## src/rtl/traffic_light_ctrl.sv

```systemverilog
// -----------------------------------------------------------------------------
// traffic_light_ctrl
//
// Round-robin traffic-light sequencer over NUM_DIR approaches. Each approach
// gets GREEN -> YELLOW -> ALL_RED before the next approach is served. An
// optional pedestrian WALK phase is inserted after the all-red clearance when
// a request is pending at yellow exit. A flashing-yellow override preempts
// every other state.
//
// Build option:
//   TLC_PED_EN  defined   -> pending flag, WALK state, ped_ack and walk exist.
//               undefined -> ped_req ignored, ped_ack/walk tied to 0.
//
// Ports:
//   clock       in   rising-edge clock
//   reset_n     in   synchronous active-low reset
//   enable      in   1 = dwell counter runs, 0 = freeze state/counter/blink
//   flash       in   level, 1 = flashing-yellow override
//   ped_req     in   pedestrian request, sampled every clock
//   ped_ack     out  one-clock pulse on WALK entry
//   walk        out  1 while in WALK
//   light       out  per approach d: light[3d+2:3d] = {red, green, yellow}
//   active_dir  out  approach currently served
//   phase       out  0 ALL_RED, 1 GREEN, 2 YELLOW, 3 WALK, 4 FLASH
//
// All outputs come straight from flops and change on the same edge as state.
// -----------------------------------------------------------------------------
module traffic_light_ctrl #(
  parameter int NUM_DIR    = 2,
  parameter int CNT_W      = 16,
  parameter int GREEN_CYC  = 8,
  parameter int YELLOW_CYC = 3,
  parameter int ALLRED_CYC = 2,
  parameter int WALK_CYC   = 6,
  parameter int FLASH_CYC  = 4
) (
  input  logic                       clock,
  input  logic                       reset_n,
  input  logic                       enable,
  input  logic                       flash,
  input  logic                       ped_req,
  output logic                       ped_ack,
  output logic                       walk,
  output logic [3*NUM_DIR-1:0]       light,
  output logic [$clog2(NUM_DIR)-1:0] active_dir,
  output logic [2:0]                 phase
);

  localparam int DIR_W = $clog2(NUM_DIR);

  // Encodings double as the phase output.
  typedef enum logic [2:0] {
    ALL_RED = 3'd0,
    GREEN   = 3'd1,
    YELLOW  = 3'd2,
    WALK    = 3'd3,
    FLASH   = 3'd4
  } state_e;

  localparam logic [CNT_W-1:0] GREEN_LD  = CNT_W'(GREEN_CYC - 1);
  localparam logic [CNT_W-1:0] YELLOW_LD = CNT_W'(YELLOW_CYC - 1);
  localparam logic [CNT_W-1:0] ALLRED_LD = CNT_W'(ALLRED_CYC - 1);
  localparam logic [CNT_W-1:0] FLASH_LD  = CNT_W'(FLASH_CYC - 1);

  state_e               state_q, state_d;
  logic [DIR_W-1:0]     dir_q, dir_d;
  logic [CNT_W-1:0]     cnt_q, cnt_d;
  logic                 blink_q, blink_d;
  // Set at yellow exit so the following ALL_RED exit moves to the next
  // approach; clear after reset/flash so service restarts at approach 0.
  logic                 adv_q, adv_d;
  logic [3*NUM_DIR-1:0] light_q, light_d;

`ifdef TLC_PED_EN
  localparam logic [CNT_W-1:0] WALK_LD = CNT_W'(WALK_CYC - 1);

  logic pend_q, pend_d;     // request waiting for service
  logic wnext_q, wnext_d;   // this ALL_RED leads into WALK
  logic ack_q, ack_d;
  logic walk_q, walk_d;
`else
  logic unused_ped;
  assign unused_ped = ped_req ^ WALK_CYC[0];
`endif

  // NOTE: every variable is given a default at the top of the block so no
  // path leaves it unassigned; otherwise synthesis infers a latch.
  always_comb begin
    state_d = state_q;
    dir_d   = dir_q;
    cnt_d   = cnt_q;
    blink_d = blink_q;
    adv_d   = adv_q;
`ifdef TLC_PED_EN
    pend_d  = pend_q;
    wnext_d = wnext_q;
    if (ped_req && state_q != WALK) pend_d = 1'b1;
`endif

    if (flash) begin
      // Override wins regardless of enable; any WALK plan is dropped.
      state_d = FLASH;
      adv_d   = 1'b0;
`ifdef TLC_PED_EN
      pend_d  = 1'b0;
      wnext_d = 1'b0;
`endif
      if (state_q != FLASH) begin
        cnt_d   = FLASH_LD;
        blink_d = 1'b1;
      end else if (enable) begin
        if (cnt_q == '0) begin
          cnt_d   = FLASH_LD;
          blink_d = ~blink_q;
        end else begin
          cnt_d = cnt_q - CNT_W'(1);
        end
      end
    end else if (state_q == FLASH) begin
      state_d = ALL_RED;
      dir_d   = '0;
      cnt_d   = ALLRED_LD;
      adv_d   = 1'b0;
    end else if (enable) begin
      if (cnt_q != '0) begin
        cnt_d = cnt_q - CNT_W'(1);
      end else begin
        unique case (state_q)
          GREEN: begin
            state_d = YELLOW;
            cnt_d   = YELLOW_LD;
          end
          YELLOW: begin
            state_d = ALL_RED;
            cnt_d   = ALLRED_LD;
            adv_d   = 1'b1;
`ifdef TLC_PED_EN
            // A request arriving on this very edge still counts.
            wnext_d = pend_q | ped_req;
`endif
          end
          ALL_RED: begin
`ifdef TLC_PED_EN
            if (wnext_q) begin
              state_d = WALK;
              cnt_d   = WALK_LD;
              wnext_d = 1'b0;
              pend_d  = 1'b0;
            end else
`endif
            begin
              state_d = GREEN;
              cnt_d   = GREEN_LD;
              adv_d   = 1'b0;
              if (adv_q)
                dir_d = (dir_q == DIR_W'(NUM_DIR - 1)) ? '0 : dir_q + DIR_W'(1);
            end
          end
`ifdef TLC_PED_EN
          WALK: begin
            state_d = ALL_RED;
            cnt_d   = ALLRED_LD;
          end
`endif
          default: begin
            state_d = ALL_RED;
            cnt_d   = ALLRED_LD;
          end
        endcase
      end
    end

    // Lamp drive is computed from the next state so it registers with it.
    light_d = '0;
    for (int d = 0; d < NUM_DIR; d++) begin
      unique case (state_d)
        GREEN:   light_d[3*d +: 3] = (DIR_W'(d) == dir_d) ? 3'b010 : 3'b100;
        YELLOW:  light_d[3*d +: 3] = (DIR_W'(d) == dir_d) ? 3'b001 : 3'b100;
        FLASH:   light_d[3*d +: 3] = {2'b00, blink_d};
        default: light_d[3*d +: 3] = 3'b100;
      endcase
    end

`ifdef TLC_PED_EN
    ack_d  = (state_d == WALK) && (state_q != WALK);
    walk_d = (state_d == WALK);
`endif
  end

  // NOTE: state registers use non-blocking assignments so every flop samples
  // the pre-edge values, independent of statement order.
  always_ff @(posedge clock) begin
    if (!reset_n) begin
      state_q <= ALL_RED;
      dir_q   <= '0;
      cnt_q   <= ALLRED_LD;
      blink_q <= 1'b1;
      adv_q   <= 1'b0;
      light_q <= {NUM_DIR{3'b100}};
`ifdef TLC_PED_EN
      pend_q  <= 1'b0;
      wnext_q <= 1'b0;
      ack_q   <= 1'b0;
      walk_q  <= 1'b0;
`endif
    end else begin
      state_q <= state_d;
      dir_q   <= dir_d;
      cnt_q   <= cnt_d;
      blink_q <= blink_d;
      adv_q   <= adv_d;
      light_q <= light_d;
`ifdef TLC_PED_EN
      pend_q  <= pend_d;
      wnext_q <= wnext_d;
      ack_q   <= ack_d;
      walk_q  <= walk_d;
`endif
    end
  end

  assign light      = light_q;
  assign active_dir = dir_q;
  assign phase      = state_q;
`ifdef TLC_PED_EN
  assign ped_ack    = ack_q;
  assign walk       = walk_q;
`else
  assign ped_ack    = 1'b0;
  assign walk       = 1'b0;
`endif

endmodule

```

## config.mk

```make
export PLATFORM = sky130hd
export DESIGN_NAME = traffic_light_ctrl
export DESIGN_NICKNAME = d
export VERILOG_FILES = /design/src/rtl/traffic_light_ctrl.sv
export SDC_FILE = /design/constraint.sdc
export NUM_CORES = 1
export LEC_CHECK = 0
export ABC_CLOCK_PERIOD_IN_PS = 3150
export BUFFER_PORTS_ARGS = -buffer_cell sky130_fd_sc_hd__buf_4
export CORE_AREA = 3 3 57 59
export CTS_BUF_LIST = sky130_fd_sc_hd__clkbuf_4 sky130_fd_sc_hd__clkbuf_8
export DETAILED_ROUTE_END_ITERATION = 10
export DIE_AREA = 0 0 60 62
export PLACE_DENSITY = 0.7
export SETUP_SLACK_MARGIN = 0.3
export SLEW_MARGIN = 20
export SYNTH_ARGS = -nofsm -noshare
export SYNTH_HDL_FRONTEND = slang
export SYNTH_SLANG_ARGS = --single-unit
```

## constraint.sdc

```tcl
create_clock -name clock -period 3.15 [get_ports clock]
set_clock_uncertainty 0.2 [all_clocks]
set_input_delay 0.4725 -clock clock [delete_from_list [all_inputs] [get_ports clock]]
set_output_delay 0.4725 -clock clock [all_outputs]
set_load 0.01 [all_outputs]
```

After elaboration in Yosys (flattened, before gate mapping). Index checks and enable logic that the tools add are counted.

Input port bits: 5. Memory bits (writable): 0. ROM bits: 0. Flip-flop bits (word level): 28. Bits in latches: 0. Logic and storage cells: 58. Output and inout bits: 12. Memories kept: 0.

Equal/unequal tests: 8. Multiply operators: 0. $lt $le $gt $ge: 0. $add $sub $neg: 2. Multiplexer cells: 31. Reduce and logical (&&, ||, !) cells: 8. Div/mod/pow operators: 0. Shift-type cells: 0. Bitwise gates (word level): 3.

Operators by type and width (number): $mux 16 (7); $mux 3 (8); $pmux 3 s3 (2); $logic_not 16->1 (1); $reduce_bool 16->1 (1); $sub 16x1->16 const B (1); $mux 1 (11); $eq 3x1->1 const B (2); $eq 3x2->1 const B (2); $eq 3x3->1 const B (2); $pmux 3 s2 (1); $pmux 2 s2 (1); $logic_not 3->1 (1); $ne 3x2->1 const B (1); $ne 3x3->1 const B (1); $not 1->1 (3); $reduce_and 3->1 (1); $reduce_bool 3->1 (1); $reduce_or 3->1 (1); $pmux 1 s2 (1); $reduce_and 2->1 (1); $reduce_bool 2->1 (1); $add 1x1->1 const B (1).

Longest topological paths before layout. Gate-level depths: netlist (run 1).

Depth after elaboration: 10. Depth in mapped cells: 8. Mapped depth without buffers: 7.

Worst setup path after synthesis (run 1). Ideal clock, no wire load.

Path type: input to register. Start point: in enable. End point: reg state_q[1], in the netlist phase[1]. Library setup time: 0.070 ns. Path slack: 0.885 ns. Stages: 6. Arrival: 1.995 ns. Required time: 2.880 ns. Path buffers: 2. Path through: clkbuf_1 > nor4bb_1 > nand4b_4 > buf_6 > or4b_1 > a21oi_1.

Cells in the longest elaborated chain, start to end: 3.

Ends and longest elaborated chain: from (decl) (RTL line 39) `input logic enable,`; $mux 3 (RTL line 124) `end else if (enable) begin`; $mux 3 (RTL line 119) `end else if (state_q == FLASH) begin`; $mux 3 (RTL line 100) `if (flash) begin`; to (signal assigned) (RTL line 207) `state_q <= state_d;`; to (decl) (RTL line 65) `state_e state_q, state_d;`.

Every way passes these cells. A chain may end at the register's enable or synchronous reset.

Worst setup path after layout (run 1).
Start point: reg cnt_q[0]. End point: reg light_q[4], in the netlist light[4].

Cells in the longest elaborated chain, start to end: 7. Elaborated cells between the ends (all ways): 14. Those cells by class: eq/ne (3); mux (10); reduce/logical (1).

Ends and longest elaborated chain: from (decl) (RTL line 67) `logic [CNT_W-1:0] cnt_q, cnt_d;`; from (signal assigned) (RTL line 209) `cnt_q <= cnt_d;`; $reduce_bool 16->1 (*) (RTL line 125) `if (cnt_q != '0) begin`; $mux 3 / $mux 1 (equally long branches) (RTL line 125); $mux 3 / $mux 1 (equally long branches) (RTL line 124); $mux 3 / $mux 1 (equally long branches) (RTL line 119); $mux 3 / $mux 1 (equally long branches) (RTL line 100); $eq 3x3->1 (tied with other cells) (RTL line 176) `unique case (state_d)`; $pmux 3 s3 (*) (RTL line 176); to (signal assigned) (RTL line 199) `light_q <= {NUM_DIR{3'b100}};`; to (signal assigned) (RTL line 212) `light_q <= light_d;`; to (decl) (RTL line 72) `logic [3*NUM_DIR-1:0] light_q, light_d;`.

Mark *: on every way between the ends. The rest lies on a longest branch, timed or not.

==> flow_summary_export.csv, run 1 <==
group,metric,value,unit
timing,grt_setup_unrepaired,"false",
detailed_routing,initialDrtViolationCount,50,
pwr,leakage,0.634,nW
die,initial_core_util,55.0,%
grt,grt_pass1_wl,5290,µm
pwr,share_clk_of_total_power,27.4,%
setup_path,setup.reg_to_reg.worst_slack,610,ps
timing,post-route-period-util,80.6,%
min_path,timing.hold.worst.class,"input port to flop",
timing,fin_crit,2540,ps
timing,achievable-frequency,0.394,GHz
synthesis,syn-instance-count,182,
synthesis,yosys.area.top_type_share,36.9,%
grt,grt_start_max_net_pins,18,
pwr,power_density,391,nW/µm²
placed_design,port_buffers,13,
pwr,intPower,0.475,mW
layout,fill_cells,265,
setup_path,timing.rr.start,"cnt_q[0]",
timing,maxSlewViolCount,0,
detailed_routing,via_per_inst,5.83,
pwr,switching_power,0.173,mW
layout,antenna_cells,0,
pwr,swShare,26.7,%
timing,final-setup-viol-count,0,
pwr,peakVddDrop,0.000237,V
setup_path,timing.critical_path.from_type,"flop",
status,outcome,"finished, final reports clean",
detailed_routing,routed_wl,3210,µm
clocking,post_cts_setup_bufs,0,
placed_design,dp_cells,219,
grt,grt_antenna_before_repair,0,
detailed_routing,dr_total_vias,1300,
grt,grt.total_usage,19.1,%
timing,tns,0,ps
synthesis,netlist-cell-type-count,49,
clocking,cts_sinks,28,
die,die_h,62,µm
die,die_outline_area,3720,µm²
pwr,comb_power_share,14.9,%
grt,grt_pass1_vias,1125,
detailed_routing,wire_per_inst,14.4,µm
layout,area_growth,9.15,%
pwr,pwr-share-seq,57.7,%
setup_path,critical_path_required,3230,ps
synthesis,synth.cell_area,1520,µm²
placed_design,place_area,1620,µm²
die,rows,19,
placed_design,gp_congestion,0.815,
clocking,tritoncts,"yes",
timing,slew-limit-headroom,49.4,%
timing,worst_pin_slew,752,ps
clocking,cts_root_buf,"clkbuf_4",
clocking,clk_latency,340,ps
timing,layout_setup_ws,611,ps
clocking,ctsHoldBuffers,0,
detailed_routing,remaining_drc_errors,0,
die,die-width,60,µm
detailed_routing,final_antenna_net_count,0,
clocking,post_cts_resized,0,
clocking,cts.path.max_buffers,2,
synthesis,syn-mean-instance-area,8.34,µm²
synthesis,synth_enable_flop_cells,0,
detailed_routing,firstDrtPassIters,7,
clocking,cts.clk_slew.worst_paths,150,ps
clocking,cts_made_buffers,3,
synthesis,yosys-top-cells-area,"dfxtp_1, nor2_1, xor2_1",
flow_run,drv_cap,0,
synthesis,async_flop_share,0,%
die,core_area,2760,µm²
layout,post_route_cells_drive_above_1_share,15.6,%
placed_design,dp_hpwl,2310,µm
synthesis,synth-seq-area-share,36.9,%
setup_path,path_max_fanout,12,
layout,finish.net_count,199,
synthesis,yosysWarnings,0,
layout,final_design_area_no_fill,1660,µm²
setup_path,critical_path.endpoint_type,"flop",
placed_design,dpl_worst_slack,629,ps
setup_path,reg2regPathDepth,7,
synthesis,synth.ff_latch_count,28,
setup_path,data_arrival_critical_path,2620,ps
setup_path,timing.rr.end,"light[4]",
timing,hold_viol,0,
pwr,total_power,0.648,mW
die,boundaryPins,17,
grt,global_route.overflow_total,0,
clocking,htree_levels,1,
min_path,holdPathEnd,"blink_q",
synthesis,ys.flop_type,"dfxtp_1",
setup_path,crit_type,"flop to flop",
synthesis,synth_top_area_cell,"dfxtp_1",
min_path,worst_hold_startpoint,"reset_n",
min_path,min_delay_path_depth,2,
layout,final_cell_count_no_fill,223,
==> worst max path at each step <==
stage / start / end / slack, ps / depth (start not counted)
floorplan: enable / phase[1] / 890 / 6
global placement: cnt_q[0] / light[4] / 680 / 7
detailed placement: cnt_q[0] / light[4] / 630 / 7
CTS: cnt_q[0] / light[4] / 610 / 7
global route: cnt_q[0] / light[1] / 480 / 7
finish: cnt_q[0] / light[4] / 610 / 7
==> power by group through the flow <==
stage / Clock (mW) / Combinational, mW / Sequential [mW]
global placement: 0 / 0.0926 / 0.381
floorplan: 0 / 0.0706 / 0.380
detailed placement: 0 / 0.0949 / 0.381
CTS: 0.186 / 0.0961 / 0.374
finish: 0.178 / 0.0965 / 0.374
global route: 0.203 / 0.107 / 0.375
==> final cells by class <==
class                   count  area (µm²)  area share, %
multi-input cells         139         886           53.5
flip-flops and latches     28         561           33.8
well taps                  31        38.8           2.34
repair buffers             15         113           6.80
clock buffers               4        36.3           2.19
inverters                   6        22.5           1.36
==> cells by family (layout without fill, tap and decap cells) <==
group                      count (synthesis)  count (layout)  share of synthesized area (%)
buffers and inverters                     16              25                           4.95
other                                      1               2                          0.247
xor gates and xnor gates                  13              13                           7.50
adders and majority gates                  1               1                          0.824
muxes                                      4               4                           2.72
AOI/OAI and AO/OA                         37              37                           16.3
and+or+nand+nor                           82              82                           30.5
DFF                                       28              28                           36.9
==> per-layer routing <==
metal / track usage, % / vias up / part of all wire (%)
met3: 3.10 / 5 / 4.6
met4: 7.59 / 0 / 1.4
met1: 26.8 / 593 / 49
met2: 29.2 / 35 / 45
met5: 0 / - / 0
li1: - / 667 / -
==> worst max-delay path, stage by stage (launching register included) <==
cell	delay, ps
dfxtp_1	360
inv_1	60
ha_1	270
nor4bb_1	500
nand4b_4	280
xor2_1	220
or4_1	460
nor2_1	130
==> Yosys cell counts, types with 2 or more instances <==
cell	count
clkbuf_1	7
nand3b_1	2
nand2b_1	3
xor2_1	10
a31oi_1	2
nand3_1	4
dfxtp_1	28
nor3_1	2
or4_1	3
xnor2_1	3
o21ai_0	9
nand2_1	15
nor2_1	29
o2111ai_1	4
nor2b_1	2
nor4_1	2
and4b_1	2
or3_1	2
inv_1	6
a21oi_1	8
or2_2	4
mux2i_1	3
buf_4	2
o211ai_1	5
==> flip-flops by register name, summed over array words and instances (netlist names) <==
name,cells
active_dir,1
phase,3
blink_q,1
cnt_q,16
light,6
adv_q,1
==> cells in the final DEF, fill, tap and decap left out, types with 2 or more instances in the layout <==
cell	instances
nor2_1	29
dfxtp_1	28
nand2_1	15
buf_4	15
xor2_1	10
o21ai_0	9
a21oi_1	8
inv_1	6
o211ai_1	5
or2_2	4
nand3_1	4
o2111ai_1	4
nand2b_1	3
or4_1	3
mux2i_1	3
xnor2_1	3
clkbuf_4	3
nor4_1	2
nor3_1	2
or3_1	2
and4b_1	2
nor2b_1	2
nand3b_1	2
a31oi_1	2
conb_1	2
==> metrics by stage <==
stage	utilization, %	hold slack, ps
2_1_floorplan	-	251
3_3_place_gp	58.8	262
3_5_place_dp	58.8	277
4_1_cts	60.1	150
5_1_grt	60.1	150
6_report	60.1	159
Note: power is estimated with default switching activity, not from simulation.
==> inputs of run 2 (changes only) <==
- ABC_CLOCK_PERIOD_IN_PS: 3150 -> 2500
- clock period: 3.15 -> 2.5 ns (I/O delays scaled with it)
==> run 2 against run 1 <==
Effect of this change: fmax up 19%; register-to-register slack got worse by 240 ps; count of clock-buffer cells in the layout unchanged; critical path depth shrank 2; power up 30%; sequential cell count is the same; combinational power increased by 52%.
==> flow_summary_export.csv, run 2 (synthesis results as in run 1) <==
group,metric,value,unit
status,outcome,"finished, final reports clean",
pwr,share_clk_of_total_power,27.1,%
die,boundaryPins,17,
grt,grt_pass1_wl,5450,µm
placed_design,port_buffers,13,
pwr,pwr-share-seq,55.5,%
clocking,cts_sinks,28,
detailed_routing,top_layer,"met4",
clocking,tritoncts,"yes",
layout,post_route_cells_drive_above_1_share,25.5,%
layout,final_design_area_no_fill,1800,µm²
die,die_h,62,µm
timing,fin_crit,2130,ps
detailed_routing,detailroute.wirelength.met3,192,µm
timing,final-setup-viol-count,0,
setup_path,crit_path_max_incr_delay,560,ps
timing,grt_setup_unrepaired,"true",
detailed_routing,firstDrtPassIters,4,
clocking,cts.clk_slew.worst_paths,150,ps
pwr,peakVddDrop,0.000460,V
grt,global_route.overflow_total,0,
placed_design,dp_hpwl,2430,µm
setup_path,data_arrival_critical_path,2230,ps
layout,finish.net_count,211,
placed_design,gp_congestion,0.833,
clocking,htree_levels,1,
setup_path,critical_path.cell_chain,"or4_4, nand4b_4, xor2_1, or4_4, nor2_1",
detailed_routing,initialDrtViolationCount,93,
layout,layout.cells.most_common,"nor2_1",
grt,grt.total_usage,19.1,%
clocking,cts.path.max_buffers,2,
detailed_routing,met1_length,1530,µm
detailed_routing,routed_wl,3330,µm
pwr,comb_power_share,17.4,%
layout,mostFrequentLayoutCells,"nor2_1, buf_4, dfxtp_1, nand2_1, xor2_1",
placed_design,dpl_worst_slack,329,ps
setup_path,critical_path_required,2600,ps
clocking,cts_root_buf,"clkbuf_4",
timing,layout_setup_ws,370,ps
die,rows,19,
setup_path,slowest_stage,"or4_4",
timing,tns,0,ps
pwr,power_density,470,nW/µm²
detailed_routing,final_antenna_net_count,0,
pwr,swShare,27.1,%
layout,antenna_cells,0,
die,initial_core_util,55.0,%
die,die_outline_area,3720,µm²
min_path,min_delay_path_depth,2,
layout,area_growth,18.6,%
timing,achievable-frequency,0.469,GHz
timing,maxSlewViolCount,0,
setup_path,reg2regPathDepth,5,
setup_path,path_max_fanout,7,
die,core_area,2760,µm²
flow_run,drv_cap,0,
grt,grt_pass1_vias,1245,
setup_path,worst_path_most_repeated_cell,"or4_4",
pwr,switching_power,0.229,mW
layout,final_cell_count_no_fill,235,
clocking,cts_made_buffers,3,
setup_path,crit_type,"flop to flop",
min_path,timing.hold.worst.class,"input port to flop",
pwr,intPower,0.616,mW
pwr,leakage,0.700,nW
detailed_routing,remaining_drc_errors,0,
layout,registers.top_by_ff_count,"cnt_q",
placed_design,place_area,1700,µm²
layout,fill_cells,244,
placed_design,dp_cells,229,
layout,largest_register_ffs,16,
detailed_routing,dr_total_vias,1407,
timing,hold_viol,0,
die,die-width,60,µm
detailed_routing,via_per_inst,5.99,
setup_path,critical_path.endpoint_type,"flop",
grt,grt_antenna_before_repair,0,
clocking,clk_latency,340,ps
clocking,ctsHoldBuffers,0,
grt,grt_start_max_net_pins,18,
timing,post-route-period-util,85.2,%
detailed_routing,wire_per_inst,14.1,µm
setup_path,timing.critical_path.from_type,"flop",
detailed_routing,detailroute.wirelength.met2,1520,µm
[run 2: metal layers]
layer | up-vias | global-route usage [%]
met5 | - | 0
met4 | 0 | 8.54
met1 | 664 | 25.7
met2 | 42 | 30.4
li1 | 692 | -
met3 | 9 | 2.69
[run 2: repair_timing]
item,CTS,global route
endpoints found under the setup margin,1,20
pin swaps,0,2
setup buffers,0,2
gates resized for setup,1,13
[run 2: power groups by stage]
stage	clock network (mW)	logic, mW	registers [mW]
floorplan	0	0.0894	0.479
global placement	0	0.133	0.477
detailed placement	0	0.135	0.478
CTS	0.231	0.137	0.468
global route	0.253	0.161	0.471
finish	0.230	0.147	0.469
[run 2: cell type report]
| type | count | area (µm²) | share of cell area (%) |
|---|---|---|---|
| Sequential cell | 28 | 566 | 31.4 |
| Tap cell | 31 | 38.8 | 2.15 |
| Multi-Input combinational cell | 139 | 931 | 51.7 |
| Clock buffer | 4 | 36.3 | 2.02 |
| Inverter | 6 | 22.5 | 1.25 |
| Timing Repair Buffer | 27 | 206 | 11.5 |
[run 2: worst max-delay path: cells and delay by family, from the launching register on]
kind	cells	cell delay, ps
xor+xnor	1	180
flops	1	370
simple gates	4	1350
[run 2: final timing paths]
| check | start | end | slack [ps] |
|---|---|---|---|
| worst max-delay path | cnt_q[3] | light[4] | 370 |
| worst max register to register | cnt_q[3] | light[4] | 370 |
| worst min-delay path | reset_n | blink_q | 50 |
| worst min register to register | cnt_q[11] | cnt_q[11] | 290 |
[run 2: stage by stage]
stage | power, mW | utilization, % | hold slack [ps]
final | 0.845 | 65.3 | 49.2
after global placement | 0.610 | 61.7 | 264
after detailed placement | 0.613 | 61.7 | 277
after floorplan | 0.568 | - | 251
after CTS | 0.837 | 63.2 | 52.8
after global routing | 0.884 | 65.3 | 66.4
==> inputs of run 3 (changes only) <==
- ABC_CLOCK_PERIOD_IN_PS: 2500 -> 2300
- CTS_CLUSTER_SIZE: not set -> 12
- clock period: 2.5 -> 2.3 ns (I/O delays scaled with it)
==> run 3 against run 2 <==
Effect of this change: power is 24% higher; via count is 3.6% higher; non-clock buffer count is 12 higher; combinational power is 40% higher; sequential power is 8.5% higher; hold slack worse by 27 ps; global-route usage is 1.6 points higher; final cell count is 5.1% higher.
==> flow_summary_export.csv, run 3 (synthesis results as in run 1) <==
group,metric,value,unit
status,outcome,"finished, final reports clean",
placed_design,port_buffers,13,
clocking,cts.path.max_buffers,2,
die,die_outline_area,3720,µm²
setup_path,path_max_fanout,6,
timing,worst_pin_slew,518,ps
detailed_routing,firstDrtPassIters,4,
grt,grt_antenna_before_repair,0,
die,die-width,60,µm
detailed_routing,remaining_drc_errors,0,
pwr,peakVddDrop,0.000464,V
timing,tns,0,ps
detailed_routing,initialDrtViolationCount,102,
die,core_area,2760,µm²
setup_path,timing.rr.start,"cnt_q[6]",
flow_run,drv_cap,0,
setup_path,path_delay_family,"simple AND/OR/NAND/NOR gates",
grt,global_route.overflow_total,0,
layout,mostFrequentLayoutCells,"buf_4, nor2_1, dfxtp_1, nand2_1, xor2_1",
setup_path,crit_type,"flop to flop",
pwr,total_power,1.05,mW
timing,timing.hold.ws,22.0,ps
min_path,holdPathEnd,"blink_q",
setup_path,timing.rr.end,"light[2]",
layout,fill_cells,202,
timing,maxSlewViolCount,0,
timing,final-setup-viol-count,0,
pwr,power_density,523,nW/µm²
detailed_routing,via_per_inst,5.90,
setup_path,reg2regPathDepth,6,
setup_path,data_arrival_critical_path,2260,ps
die,boundaryPins,17,
setup_path,critical_path.endpoint_type,"flop",
clocking,cts_root_buf,"clkbuf_4",
grt,grt_pass1_vias,1347,
layout,final_util,72.5,%
placed_design,gp_congestion,0.916,
min_path,worst_hold_startpoint,"reset_n",
min_path,min_delay_path_depth,2,
setup_path,cp_bufs_invs,1,
detailed_routing,wire_per_inst,15.1,µm
layout,seqCellArea,567,µm²
setup_path,setup.reg_to_reg.worst_slack,100,ps
detailed_routing,final_antenna_net_count,0,
clocking,htree_levels,1,
timing,grt_setup_unrepaired,"true",
layout,post_route_cells_drive_above_1_share,33.8,%
layout,area_growth,31.8,%
grt,grt_pass1_wl,5980,µm
grt,grt.total_usage,20.6,%
min_path,timing.hold.worst.class,"input port to flop",
placed_design,dp_hpwl,2390,µm
die,rows,19,
layout,registers.top_by_ff_count,"cnt_q",
pwr,leakage,0.793,nW
timing,fin_crit,2200,ps
layout,multi_input_combinational_cell_area,1020,µm²
clocking,cts.clk_slew.worst_paths,160,ps
layout,layout.cells.most_common,"buf_4",
clocking,clk_latency,340,ps
clocking,cts_sinks,28,
timing,slew-limit-headroom,65.2,%
timing,hold_viol,0,
setup_path,slowest_stage,"or4_4",
detailed_routing,routed_wl,3730,µm
detailed_routing,dr_total_vias,1458,
setup_path,timing.critical_path.from_type,"flop",
setup_path,critical_path_required,2350,ps
die,initial_core_util,55.0,%
die,die_h,62,µm
layout,antenna_cells,0,
setup_path,critical_path.cell_chain,"or4_4, nor3_4, buf_6, nand3_4, o221a_4, o31a_1",
setup_path,crit_path_max_incr_delay,550,ps
clocking,tritoncts,"yes",
layout,largest_register_ffs,16,
clocking,ctsHoldBuffers,0,
timing,post-route-period-util,95.7,%
timing,achievable-frequency,0.454,GHz
layout,finish.net_count,223,
grt,grt_start_max_net_pins,17,
clocking,cts_made_buffers,3,
## run 3: changes by cell type in the layout (fill, tap and decap cells not counted), sizes merged
cell,change
bufinv,+1
clkbuf,-1
buf,+12
## run 3: how the worst max path moves through the flow
| stage | startpoint | to | slack (ps) | cells after the start |
|---|---|---|---|---|
| floorplan | cnt_q[5] | light[2] | 230 | 5 |
| global placement | cnt_q[5] | light[2] | 80 | 5 |
| detailed placement | cnt_q[5] | light[2] | 90 | 5 |
| CTS | cnt_q[11] | cnt_q[13] | 180 | 6 |
| global route | cnt_q[8] | light[2] | 30 | 6 |
| finish | cnt_q[6] | light[2] | 100 | 6 |
## run 3: per-stage QoR
| stage | area [µm²] | cells | setup WS [ps] |
|---|---|---|---|
| global route | 2000 | 247 | 34.4 |
| floorplan | 1550 | 183 | 229 |
| detailed placement | 1730 | 230 | 87.5 |
| finish | 2000 | 247 | 99.3 |
| global placement | 1730 | 230 | 82.6 |
| CTS | 1910 | 242 | 175 |
## run 3: timing repair
action	4_1_cts	5_1_grt
gates cloned	0	0
hold endpoints to repair	0	0
gates resized for setup	20	12
endpoints found under the setup margin	24	26
setup buffers	8	5
pin swaps	5	10
## run 3: layer usage
metal | up-vias | global-route usage [%] | wire (µm)
li1 | 717 | - | -
met1 | 683 | 27.8 | 1690
met2 | 49 | 35.5 | 1760
met3 | 9 | 1.86 | 208
met4 | 0 | 5.38 | 74
met5 | - | 0 | 0
## run 3: power by group
part	switching, mW	leakage, nW	internal (mW)
clock network	0.155	0.0279	0.176
logic	0.105	0.535	0.101
registers	0.00944	0.230	0.499
## run 3: final cells by class
class	instances	share of cell area, %
multi-input combinational	139	50.8
sequential	28	28.3
timing repair buffer	39	15.2
tap	31	1.94
clock inverter	1	1.50
clock buffer	3	1.13
inverter	6	1.13
